File: src/rtl/dcache_pkg.sv
// Shared geometry constants, controller state type and byte-select helper for the data cache.
package dcache_pkg;

  localparam int unsigned TAG_W     = 3;
  localparam int unsigned INDEX_W   = 3;
  localparam int unsigned OFFSET_W  = 2;
  localparam int unsigned NUM_LINES = 8;
  localparam int unsigned BLOCK_W   = 32;

  typedef enum logic [1:0] {IDLE, WRITEBACK, FETCH, FILL} state_e;

  // Byte 0 of a block lives in bits [7:0].
  function automatic logic [7:0] block_byte(input logic [BLOCK_W-1:0]  blk,
                                            input logic [OFFSET_W-1:0] off);
    return blk[{off, 3'b000} +: 8];
  endfunction

endpackage

File: src/rtl/dcache_line_array.sv
// Valid/dirty/tag/data storage for the direct-mapped cache; combinational read of the indexed line.
module dcache_line_array
  import dcache_pkg::*;
(
  input  logic                CLK,
  input  logic                RESET,
  input  logic [INDEX_W-1:0]  index,
  output logic                valid,
  output logic                dirty,
  output logic [TAG_W-1:0]    tag,
  output logic [BLOCK_W-1:0]  data,
  input  logic                byte_we,
  input  logic [OFFSET_W-1:0] byte_offset,
  input  logic [7:0]          byte_data,
  input  logic                fill_we,
  input  logic [TAG_W-1:0]    fill_tag,
  input  logic [BLOCK_W-1:0]  fill_data
);

  logic [NUM_LINES-1:0] valid_q;
  logic [NUM_LINES-1:0] dirty_q;
  logic [TAG_W-1:0]     tag_q  [NUM_LINES];
  logic [BLOCK_W-1:0]   data_q [NUM_LINES];

  assign valid = valid_q[index];
  assign dirty = dirty_q[index];
  assign tag   = tag_q[index];
  assign data  = data_q[index];

  always_ff @(posedge CLK) begin
    if (RESET) begin
      valid_q <= '0;
      dirty_q <= '0;
    end else if (fill_we) begin
      valid_q[index] <= 1'b1;
      dirty_q[index] <= 1'b0;
    end else if (byte_we) begin
      dirty_q[index] <= 1'b1;
    end
  end

  // Tags and data need no reset: they are only observed through a valid line.
  always_ff @(posedge CLK) begin
    if (!RESET) begin
      if (fill_we) begin
        tag_q[index]  <= fill_tag;
        data_q[index] <= fill_data;
      end else if (byte_we) begin
        data_q[index][{byte_offset, 3'b000} +: 8] <= byte_data;
      end
    end
  end

endmodule

File: src/rtl/data_cache.sv
// Direct-mapped write-back, write-allocate byte cache (8 lines x 4 bytes).
// Define DCACHE_STATS_EN to add saturating HIT_COUNT / MISS_COUNT outputs.
module data_cache
  import dcache_pkg::*;
(
  input  logic                CLK,
  input  logic                RESET,
  input  logic                READ,
  input  logic                WRITE,
  input  logic [7:0]          ADDRESS,
  input  logic [7:0]          WRITEDATA,
  output logic [7:0]          READDATA,
  output logic                BUSYWAIT,
  output logic                MEM_READ,
  output logic                MEM_WRITE,
  output logic [5:0]          MEM_ADDRESS,
  output logic [BLOCK_W-1:0]  MEM_WRITEDATA,
  input  logic [BLOCK_W-1:0]  MEM_READDATA,
  input  logic                MEM_BUSYWAIT
`ifdef DCACHE_STATS_EN
  ,
  output logic [15:0]         HIT_COUNT,
  output logic [15:0]         MISS_COUNT
`endif
);

  state_e state_q;

  logic [TAG_W-1:0]    addr_tag;
  logic [INDEX_W-1:0]  addr_index;
  logic [OFFSET_W-1:0] addr_offset;
  logic                line_valid, line_dirty;
  logic [TAG_W-1:0]    line_tag;
  logic [BLOCK_W-1:0]  line_data;
  logic                req, hit, idle, byte_we, fill_we;

  assign addr_tag    = ADDRESS[7:5];
  assign addr_index  = ADDRESS[4:2];
  assign addr_offset = ADDRESS[1:0];

  assign req     = READ | WRITE;
  assign hit     = line_valid & (line_tag == addr_tag);
  assign idle    = (state_q == IDLE);
  // READ wins when both are asserted, so a simultaneous WRITE is dropped.
  assign byte_we = idle & WRITE & ~READ & hit;
  assign fill_we = (state_q == FILL);

  dcache_line_array u_lines (
    .CLK         (CLK),
    .RESET       (RESET),
    .index       (addr_index),
    .valid       (line_valid),
    .dirty       (line_dirty),
    .tag         (line_tag),
    .data        (line_data),
    .byte_we     (byte_we),
    .byte_offset (addr_offset),
    .byte_data   (WRITEDATA),
    .fill_we     (fill_we),
    .fill_tag    (addr_tag),
    .fill_data   (MEM_READDATA)
  );

  assign READDATA      = block_byte(line_data, addr_offset);
  assign BUSYWAIT      = ~idle | (req & ~hit);
  assign MEM_READ      = (state_q == FETCH);
  assign MEM_WRITE     = (state_q == WRITEBACK);
  assign MEM_ADDRESS   = MEM_WRITE ? {line_tag, addr_index} : ADDRESS[7:2];
  assign MEM_WRITEDATA = line_data;

  always_ff @(posedge CLK) begin
    if (RESET) begin
      state_q <= IDLE;
    end else begin
      unique case (state_q)
        IDLE:      if (req && !hit) state_q <= line_dirty ? WRITEBACK : FETCH;
        WRITEBACK: if (!MEM_BUSYWAIT) state_q <= FETCH;
        FETCH:     if (!MEM_BUSYWAIT) state_q <= FILL;
        FILL:      state_q <= IDLE;
        default:   state_q <= IDLE;
      endcase
    end
  end

`ifdef DCACHE_STATS_EN
  logic [15:0] hit_cnt_q, miss_cnt_q;
  logic        refill_q;

  // The IDLE cycle right after FILL completes a request that already counted as a miss.
  always_ff @(posedge CLK) begin
    if (RESET) begin
      hit_cnt_q  <= '0;
      miss_cnt_q <= '0;
      refill_q   <= 1'b0;
    end else begin
      refill_q <= fill_we;
      if (idle && req && hit && !refill_q && hit_cnt_q != 16'hFFFF) begin
        hit_cnt_q <= hit_cnt_q + 16'd1;
      end
      if (idle && req && !hit && miss_cnt_q != 16'hFFFF) begin
        miss_cnt_q <= miss_cnt_q + 16'd1;
      end
    end
  end

  assign HIT_COUNT  = hit_cnt_q;
  assign MISS_COUNT = miss_cnt_q;
`endif

endmodule

File: config.mk
export PLATFORM = sky130hd
export DESIGN_NAME = data_cache
export DESIGN_NICKNAME = d
export VERILOG_FILES = /design/src/rtl/dcache_pkg.sv /design/src/rtl/dcache_line_array.sv /design/src/rtl/data_cache.sv
export SDC_FILE = /design/constraint.sdc
export NUM_CORES = 1
export LEC_CHECK = 0
export BUFFER_PORTS_ARGS = -buffer_cell sky130_fd_sc_hd__buf_4
export CAP_MARGIN = 20
export CORE_MARGIN = 1
export CORE_UTILIZATION = 55
export DETAILED_ROUTE_END_ITERATION = 10
export MAX_ROUTING_LAYER = met4
export PLACE_DENSITY = 0.75
export SYNTH_ARGS = -nofsm -noshare
export SYNTH_HDL_FRONTEND = slang
export SYNTH_HIERARCHICAL = 1
export SYNTH_SLANG_ARGS = --single-unit
File: constraint.sdc
create_clock -name CLK -period 8.6 [get_ports CLK]
set_input_delay 0.43 -clock CLK [delete_from_list [all_inputs] [get_ports CLK]]
set_output_delay 0.43 -clock CLK [all_outputs]
set_load 0.005 [all_outputs]
=== After elaboration in Yosys (flattened, before gate mapping) ===
Memories as Yosys holds them, arrays and structs flattened.
Cells that the tools add are included.

* Flip-flop bits (word level): 18
* Memory bits (writable): 280
* Input bits: 53
* Output and inout port bits: 49
* Memories: 2

{| class="wikitable"
|+ Memory list
! name !! words !! bits a word !! rd ports !! clocked after memory_dff !! wr ports !! RTL line !! RTL
|-
| u_lines.data_q || 8 || 32 || 1 || 0 || 1 || dcache_line_array.sv:23 || <nowiki>logic [BLOCK_W-1:0] data_q [NUM_LINES];</nowiki>
|-
| u_lines.tag_q || 8 || 3 || 1 || 0 || 1 || dcache_line_array.sv:22 || <nowiki>logic [TAG_W-1:0] tag_q [NUM_LINES];</nowiki>
|}

* Reduce and logical (&&, ||, !) cells: 6
* Add/sub/neg operators: 1
* Bitwise operators: 46
* Shift operators: 3
* Order comparisons: 2
* Equal/unequal tests: 7
* Mux-type cells: 53

{| class="wikitable"
|+ Operator list
! operator !! count
|-
| 1-bit two-way mux || 41
|-
| 1-bit bitwise OR || 34
|-
| 32-bit two-way mux || 1
|-
| 8-bit by 7-bit variable shift with 32-bit output (first input constant) || 1
|-
| 32-bit by 6-bit indexed part select with 8-bit output || 1
|-
| 8-bit by 7-bit indexed part select with 32-bit output || 1
|-
| 8-bit two-way mux || 2
|-
| 8-bit bitwise OR || 2
|-
| 8-bit AND || 1
|-
| 2-bit two-way mux || 4
|-
| 8-bit NOT || 1
|-
| 2-bit case mux with 4 select lines || 1
|-
| 5-bit negation with 7-bit output || 1
|-
| 1-bit binary-select mux with 3-bit select || 2
|-
| 6-bit two-way mux || 1
|-
| 1-bit AND || 5
|-
| 2-bit equality test (second input constant) || 2
|-
| 3-bit by 4-bit < comparator with 1-bit output (second input constant) || 1
|-
| 2-bit inequality test (second input constant) || 2
|-
| 1-bit demux with 3-bit select || 1
|-
| 3-bit equality test || 1
|-
| 3-bit by 1-bit greater-or-equal comparator with 1-bit output (second input constant) || 1
|-
| 1-bit NOT || 3
|-
| 3-bit AND reduction || 1
|-
| 6 further kinds || 7
|}

=== Logic depth before layout (Yosys ltp) ===
* Depth in word-level cells: 9
* Mapped depth: 14

=== Hierarchy ===
The synthesis kept the hierarchy.

{| class="wikitable"
|+ Modules (own cells, without submodules)
! module !! area each (µm²) !! cells an instance !! times used
|-
| dcache_line_array || 12017.8 || 600 || 1
|-
| data_cache || 496.7 || 44 || 1
|}

=== Least setup slack after synthesis ===
OpenSTA, ideal clock, no wires.

* Path type: input to register
* Start point: input port ADDRESS[3]
* End point: memory u_lines.data_q[6][10] (enable)
* Data arrival time: 3.255 ns
* Stages on the path: 12
* Data required time: 8.230 ns
* Path slack: 4.975 ns
* Buffers on the path: 4
* Setup time: 0.370 ns
* Path through: buf_4 > buf_6 > mux4_2 > mux2_2 > xnor2_1 > and4_4 > and4b_1 > buf_2 > a21oi_1 > or2_1 > clkbuf_1 > nor2_1

* Word-level cells in the longest chain between the ends: 9
* Elaborated cells on any way between the ends: 11
* Classes of those cells: eq/ne: 1; mux: 6; bitwise: 3; memory: 1

{| class="wikitable"
|+ Ends and longest elaborated chain
! element !! RTL line !! RTL
|-
| start: declaration || data_cache.sv:10 || <nowiki>input logic [7:0] ADDRESS,</nowiki>
|-
| memory 8 x 3 bit || -- ||
|-
| named net line_tag[1] || data_cache.sv:33 || <nowiki>logic [TAG_W-1:0] line_tag;</nowiki>
|-
| 3-bit equality test || data_cache.sv:42 || <nowiki>assign hit = line_valid & (line_tag == addr_tag);</nowiki>
|-
| 1-bit AND || data_cache.sv:42 ||
|-
| 1-bit AND || data_cache.sv:45 || <nowiki>assign byte_we = idle & WRITE & ~READ & hit;</nowiki>
|-
| named net byte_we || data_cache.sv:35 || <nowiki>logic req, hit, idle, byte_we, fill_we;</nowiki>
|-
| 1-bit two-way mux || dcache_line_array.sv:48 || <nowiki>end else if (byte_we) begin</nowiki>
|-
| 1-bit two-way mux || dcache_line_array.sv:45 || <nowiki>if (fill_we) begin</nowiki>
|-
| 1-bit two-way mux || dcache_line_array.sv:44 || <nowiki>if (!RESET) begin</nowiki>
|-
| 32-bit two-way mux (not written as such) || dcache_line_array.sv:49 || <nowiki>data_q[index][{byte_offset, 3'b000} +: 8] <= byte_data;</nowiki>
|-
| 1-bit bitwise OR (no line) || -- ||
|-
| end: declaration || dcache_line_array.sv:23 ||
|}

The timed path passes the listed nets, and every way through them passes these cells. The select of a mux whose other input is x is not followed.

=== Final worst setup path ===
* Start point: input port ADDRESS[4]
* End point: memory u_lines.data_q[2][11], data pin

* Word-level cells in the longest chain between the ends: 9
* Elaborated cells on any way between the ends: 11
* Classes of those cells: eq/ne: 1; mux: 7; bitwise: 2; memory: 1

{| class="wikitable"
|+ Ends and longest elaborated chain
! element !! RTL line !! RTL
|-
| 1-bit binary-select mux with 3-bit select || dcache_line_array.sv:25 || <nowiki>assign valid = valid_q[index];</nowiki>
|-
| 1-bit two-way mux (not written as such) || dcache_line_array.sv:25 ||
|-
| named net line_valid || data_cache.sv:32 || <nowiki>logic line_valid, line_dirty;</nowiki>
|-
| 1-bit AND || data_cache.sv:42 ||
|-
| 1-bit AND || data_cache.sv:45 ||
|-
| named net byte_we || data_cache.sv:35 ||
|-
| 1-bit two-way mux || dcache_line_array.sv:48 ||
|-
| 1-bit two-way mux || dcache_line_array.sv:45 ||
|-
| 1-bit two-way mux || dcache_line_array.sv:44 ||
|-
| 32-bit two-way mux (not written as such) || dcache_line_array.sv:49 ||
|-
| 1-bit two-way mux (no line) || -- ||
|}

The timed path passes the listed nets, and every way through them passes these cells. The select of a mux whose other input is x is not followed.

==> results by group <==
Outcome
  – Outcome: finished clean

Yosys
  – Avg Inst Size Synth: between 15 and 20 um2
  – Part of the Yosys area used for sequential elements: roughly 70%
  – Syn Inst Count: between 600 and 700
  – Top cells by area, synth: edfxtp_1, mux4_2, mux2_2
  – Adder-cell share of the synthesized area: less than 1%
  – Top-area cell type share of the netlist area: approximately 67%
  – Post-Synth Simple-Gate Area: approximately 3.8%
  – Fraction of registers with async set/reset: 0%
  – Syn. warnings: 6
  – Top_reg_cell synth: edfxtp_1
  – Dominant cell type by area after synthesis: edfxtp_1
  – Register bit total from synthesis: 298
  – Xor-xnor portion of the synthesized cell area: less than 1%
  – Compound-Gate Fraction of Synth Area: a little under 4%
  – Cell Area, Synth: 12500 um2
  – EDFF count, synth: 280
  – Combinational family with the most area after synthesis: multiplexers
  – Mux share of post-synthesis cell area: a little under a fifth
  – Mapped Nets: ~710
  – Synth unique cells: 41

STA
  – Max-slew violations: 0
  – Unrepaired setup endpoints after global routing: no
  – FMAX: 0.224 GHz
  – Max_slew headroom: roughly 29%
  – Final period utilization: 51.9%
  – Total Negative Setup Slacks: 0 ns
  – Setup violators final: 0
  – Clock Skew: 0.0113 ns
  – Final worst slack: 4.14 ns
  – Worst Tran Pin Value: 1.06 ns
  – Fin crit period: 4.46 ns
  – Final Hold Vio Count: 0

Place
  – Placement Setup Slack: 3.68 ns
  – Routability cong.: around 0.80
  – Final HPWL from detailed placement: around 19000 um
  – Placement Cell Area: 13400 um2
  – Port Buffers: just over 100

Clock tree
  – Post-CTS Resized: 0
  – Clk Tree Root Cell: clkbuf_16
  – CTS tree: yes
  – Post-CTS setup buffers: 0
  – TritonCTS Buffers: 29
  – Reg clk slew, reported paths: about 0.06 ns
  – Clock sink count: roughly 300
  – CTS Buffer Depth: 3
  – Latest clock arrival within the worst-skew pair: about 0.54 ns
  – CTS H-tree lvls: 1
  – Hold Buf Count CTS: 0

Critical path
  – Reg2reg start: u_lines/tag_q[0][1]$_DFFE_PP_
  – Worst path top cell family by delay: simple AND/OR/NAND/NOR gates
  – R2R Path End: u_lines/data_q[2][11]$_DFFE_PP_
  – Critical Path Max Stage Delay: 0.85 ns
  – Crit path top cell by count: buf_4
  – Worst path slowest cell: nor3_2
  – WP buf/inv: 2
  – Crit path capture type: register
  – Critical Path, Cell by Cell: buf_4 -> buf_4 -> mux4_2 -> mux2_2 -> and4_4 -> and4b_1 -> nand4bb_1 -> nor3_2 -> a22o_1
  – Critical Path Source Type: primary input
  – Worst path depth: 9
  – Setup CP Type: in -> reg
  – Cell count of the worst reg-to-reg path: 8
  – WP data required: 8.95 ns
  – Critical Path AT: 4.81 ns
  – Internal reg-to-reg setup slack: approximately 4.4 ns
  – Highest net fanout along the worst path: between 50 and 60

Cells and area
  – Fill count: 1429
  – Area of the multi-input gates: ~3400 um2
  – Share of layout cells above drive strength 1: 37.1%
  – Design Area, Final: between 10000 and 15000 um2
  – Area growth, synth to finish: 15.2%
  – NumNets Final: 794
  – Register area: roughly 9000 um2
  – Diode count: 0

Flow run
  – Max-Cap Viols: 0

Power and ir drop
  – Static Leak: ~4.7 nW
  – Pwr per Cell Area: between 200 and 250 nW/um2
  – VDD IR max: roughly 0.18 mV

GRT
  – Overall Global Routing Usage: between 20% and 30%
  – Initial antenna violation count: 0
  – First-pass GRT wire length: 42900 um
  – Largest net degree at the start of global routing: 58
  – Vias in the first global route: ~6700
  – GRT overflow: 0

Worst hold path
  – Hold Path Origin: ADDRESS[6]
  – Hold path depth: 1
  – Hold Path End: u_lines/tag_q[2][1]$_DFFE_PP_
  – Hold crit path type: in -> reg

Drt
  – Via Count: between 6000 and 7000
  – Initial DRC count: around 730
  – DR DRC count: 0
  – Routed WL per cell: about 28 um
  – Routed wire length: about 29000 um
  – Drt first pass iters: 4
  – Vias per cell: between 6 and 7
  – DRT antenna net count: 0

Floorplanning
  – Io pins: between 100 and 150
  – Die area: approximately 23000 um2
  – FP Rows: 54
  – Die extent in x: ~150 um
  – Core area: approximately 22000 um2
  – Initial Util: roughly 57%
  – Die Ht: 153 um
## flip-flops by register name, summed over array words and instances (netlist names), named ones only
register,flops
u_lines/valid_q,8
u_lines/tag_q,24
u_lines/data_q,256
state_q,2
## routing by layer
layer | track usage (%) | up-vias | part of all wire (%) | wire length [um]
li1 | - | 2815 | - | -
met1 | 35.9 | 3489 | 40 | 11400
met2 | 40.6 | 333 | 49 | 14100
met3 | 4.71 | 43 | 9.3 | 2670
met4 | 7.60 | 0 | 2.1 | 612
met5 | - | - | 0 | 0
## cell families (layout without fill, tap and decap cells)
logic type,after synthesis,in the layout
flip-flops,298,298
XOR/XNOR,3,3
adder cells (fa/ha/maj),10,10
multiplexers,126,126
AO/OA/AOI/OAI,66,66
AND/OR/NAND/NOR,82,82
buffers and inverters,59,168
## power breakdown
| group | switching, mW | internal [mW] |
|---|---|---|
| Clock | 0.529 | 0.828 |
| Combinational | 0.136 | 0.124 |
| Sequential | 0.00403 | 1.59 |
## worst max-delay path by stage
stage          startpoint                              end  slack [ns]
2_1_floorplan  ADDRESS[3]  u_lines/data_q[6][10]$_DFFE_PP_        4.98
3_3_place_gp   ADDRESS[3]  u_lines/data_q[0][11]$_DFFE_PP_        3.90
3_5_place_dp   ADDRESS[3]  u_lines/data_q[0][13]$_DFFE_PP_        3.68
4_1_cts        ADDRESS[3]  u_lines/data_q[1][13]$_DFFE_PP_        4.25
5_1_grt        ADDRESS[3]  u_lines/data_q[2][11]$_DFFE_PP_        3.89
6_report       ADDRESS[4]  u_lines/data_q[2][11]$_DFFE_PP_        4.14
## worst reg2reg max path, stage by stage, from the launching register on
cell	delay, ns
edfxtp_1	0.38
mux4_2	0.47
mux2_2	0.29
xnor2_1	0.15
and4_4	0.25
and4b_1	0.61
nand4bb_1	0.66
nor3_2	0.85
a22o_1	0.39
## cell usage after synthesis, drive strengths merged, types with 2 or more instances
library cell,n
nand2b,3
nand2,2
clkbuf,17
buf,30
o21ai,2
a21oi,14
nor4,2
a211oi,7
mux2,41
edfxtp,280
nor2,48
mux4,81
dfxtp,18
xnor2,3
nand4bb,5
nor3b,2
and3,2
mux2i,4
and3b,3
ha,10
o22ai,7
a22o,32
inv,12
or2,4
or3b,2
nand3b,3
nor3,2
## placed cells by master, fill, tap and decap left out, drive strengths merged, types with 5 or more instances in the layout
| master | instances |
|---|---|
| bufinv | 7 |
| mux4 | 81 |
| clkbuf | 30 |
| dfxtp | 18 |
| ha | 10 |
| mux2 | 41 |
| nor2 | 48 |
| edfxtp | 280 |
| buf | 103 |
| clkinv | 12 |
| inv | 13 |
| o22ai | 7 |
| a22o | 32 |
| nand4bb | 5 |
| a211oi | 7 |
| a21oi | 14 |
## metrics by stage
step / utilization [%] / std cells / power [mW] / hold slack, ns
3_5_place_dp: 60.6 / 980 / 1.89 / 0.466
4_1_cts: 65.3 / 1033 / 3.23 / 0.143
6_report: 65.3 / 1033 / 3.22 / 0.155
3_3_place_gp: 60.6 / 980 / 1.88 / 0.452
5_1_grt: 65.3 / 1033 / 3.31 / 0.147
2_1_floorplan: - / 644 / 1.78 / 0.432
## cell type report
type,count,area share (%)
timing repair buffer,103,5.36
inverter,12,0.312
clock inverter,23,2.13
multi-input combinational,287,23.9
sequential,298,60.8
tap,280,2.43
clock buffer,30,5.06
Power figures use the tool's default switching activity.
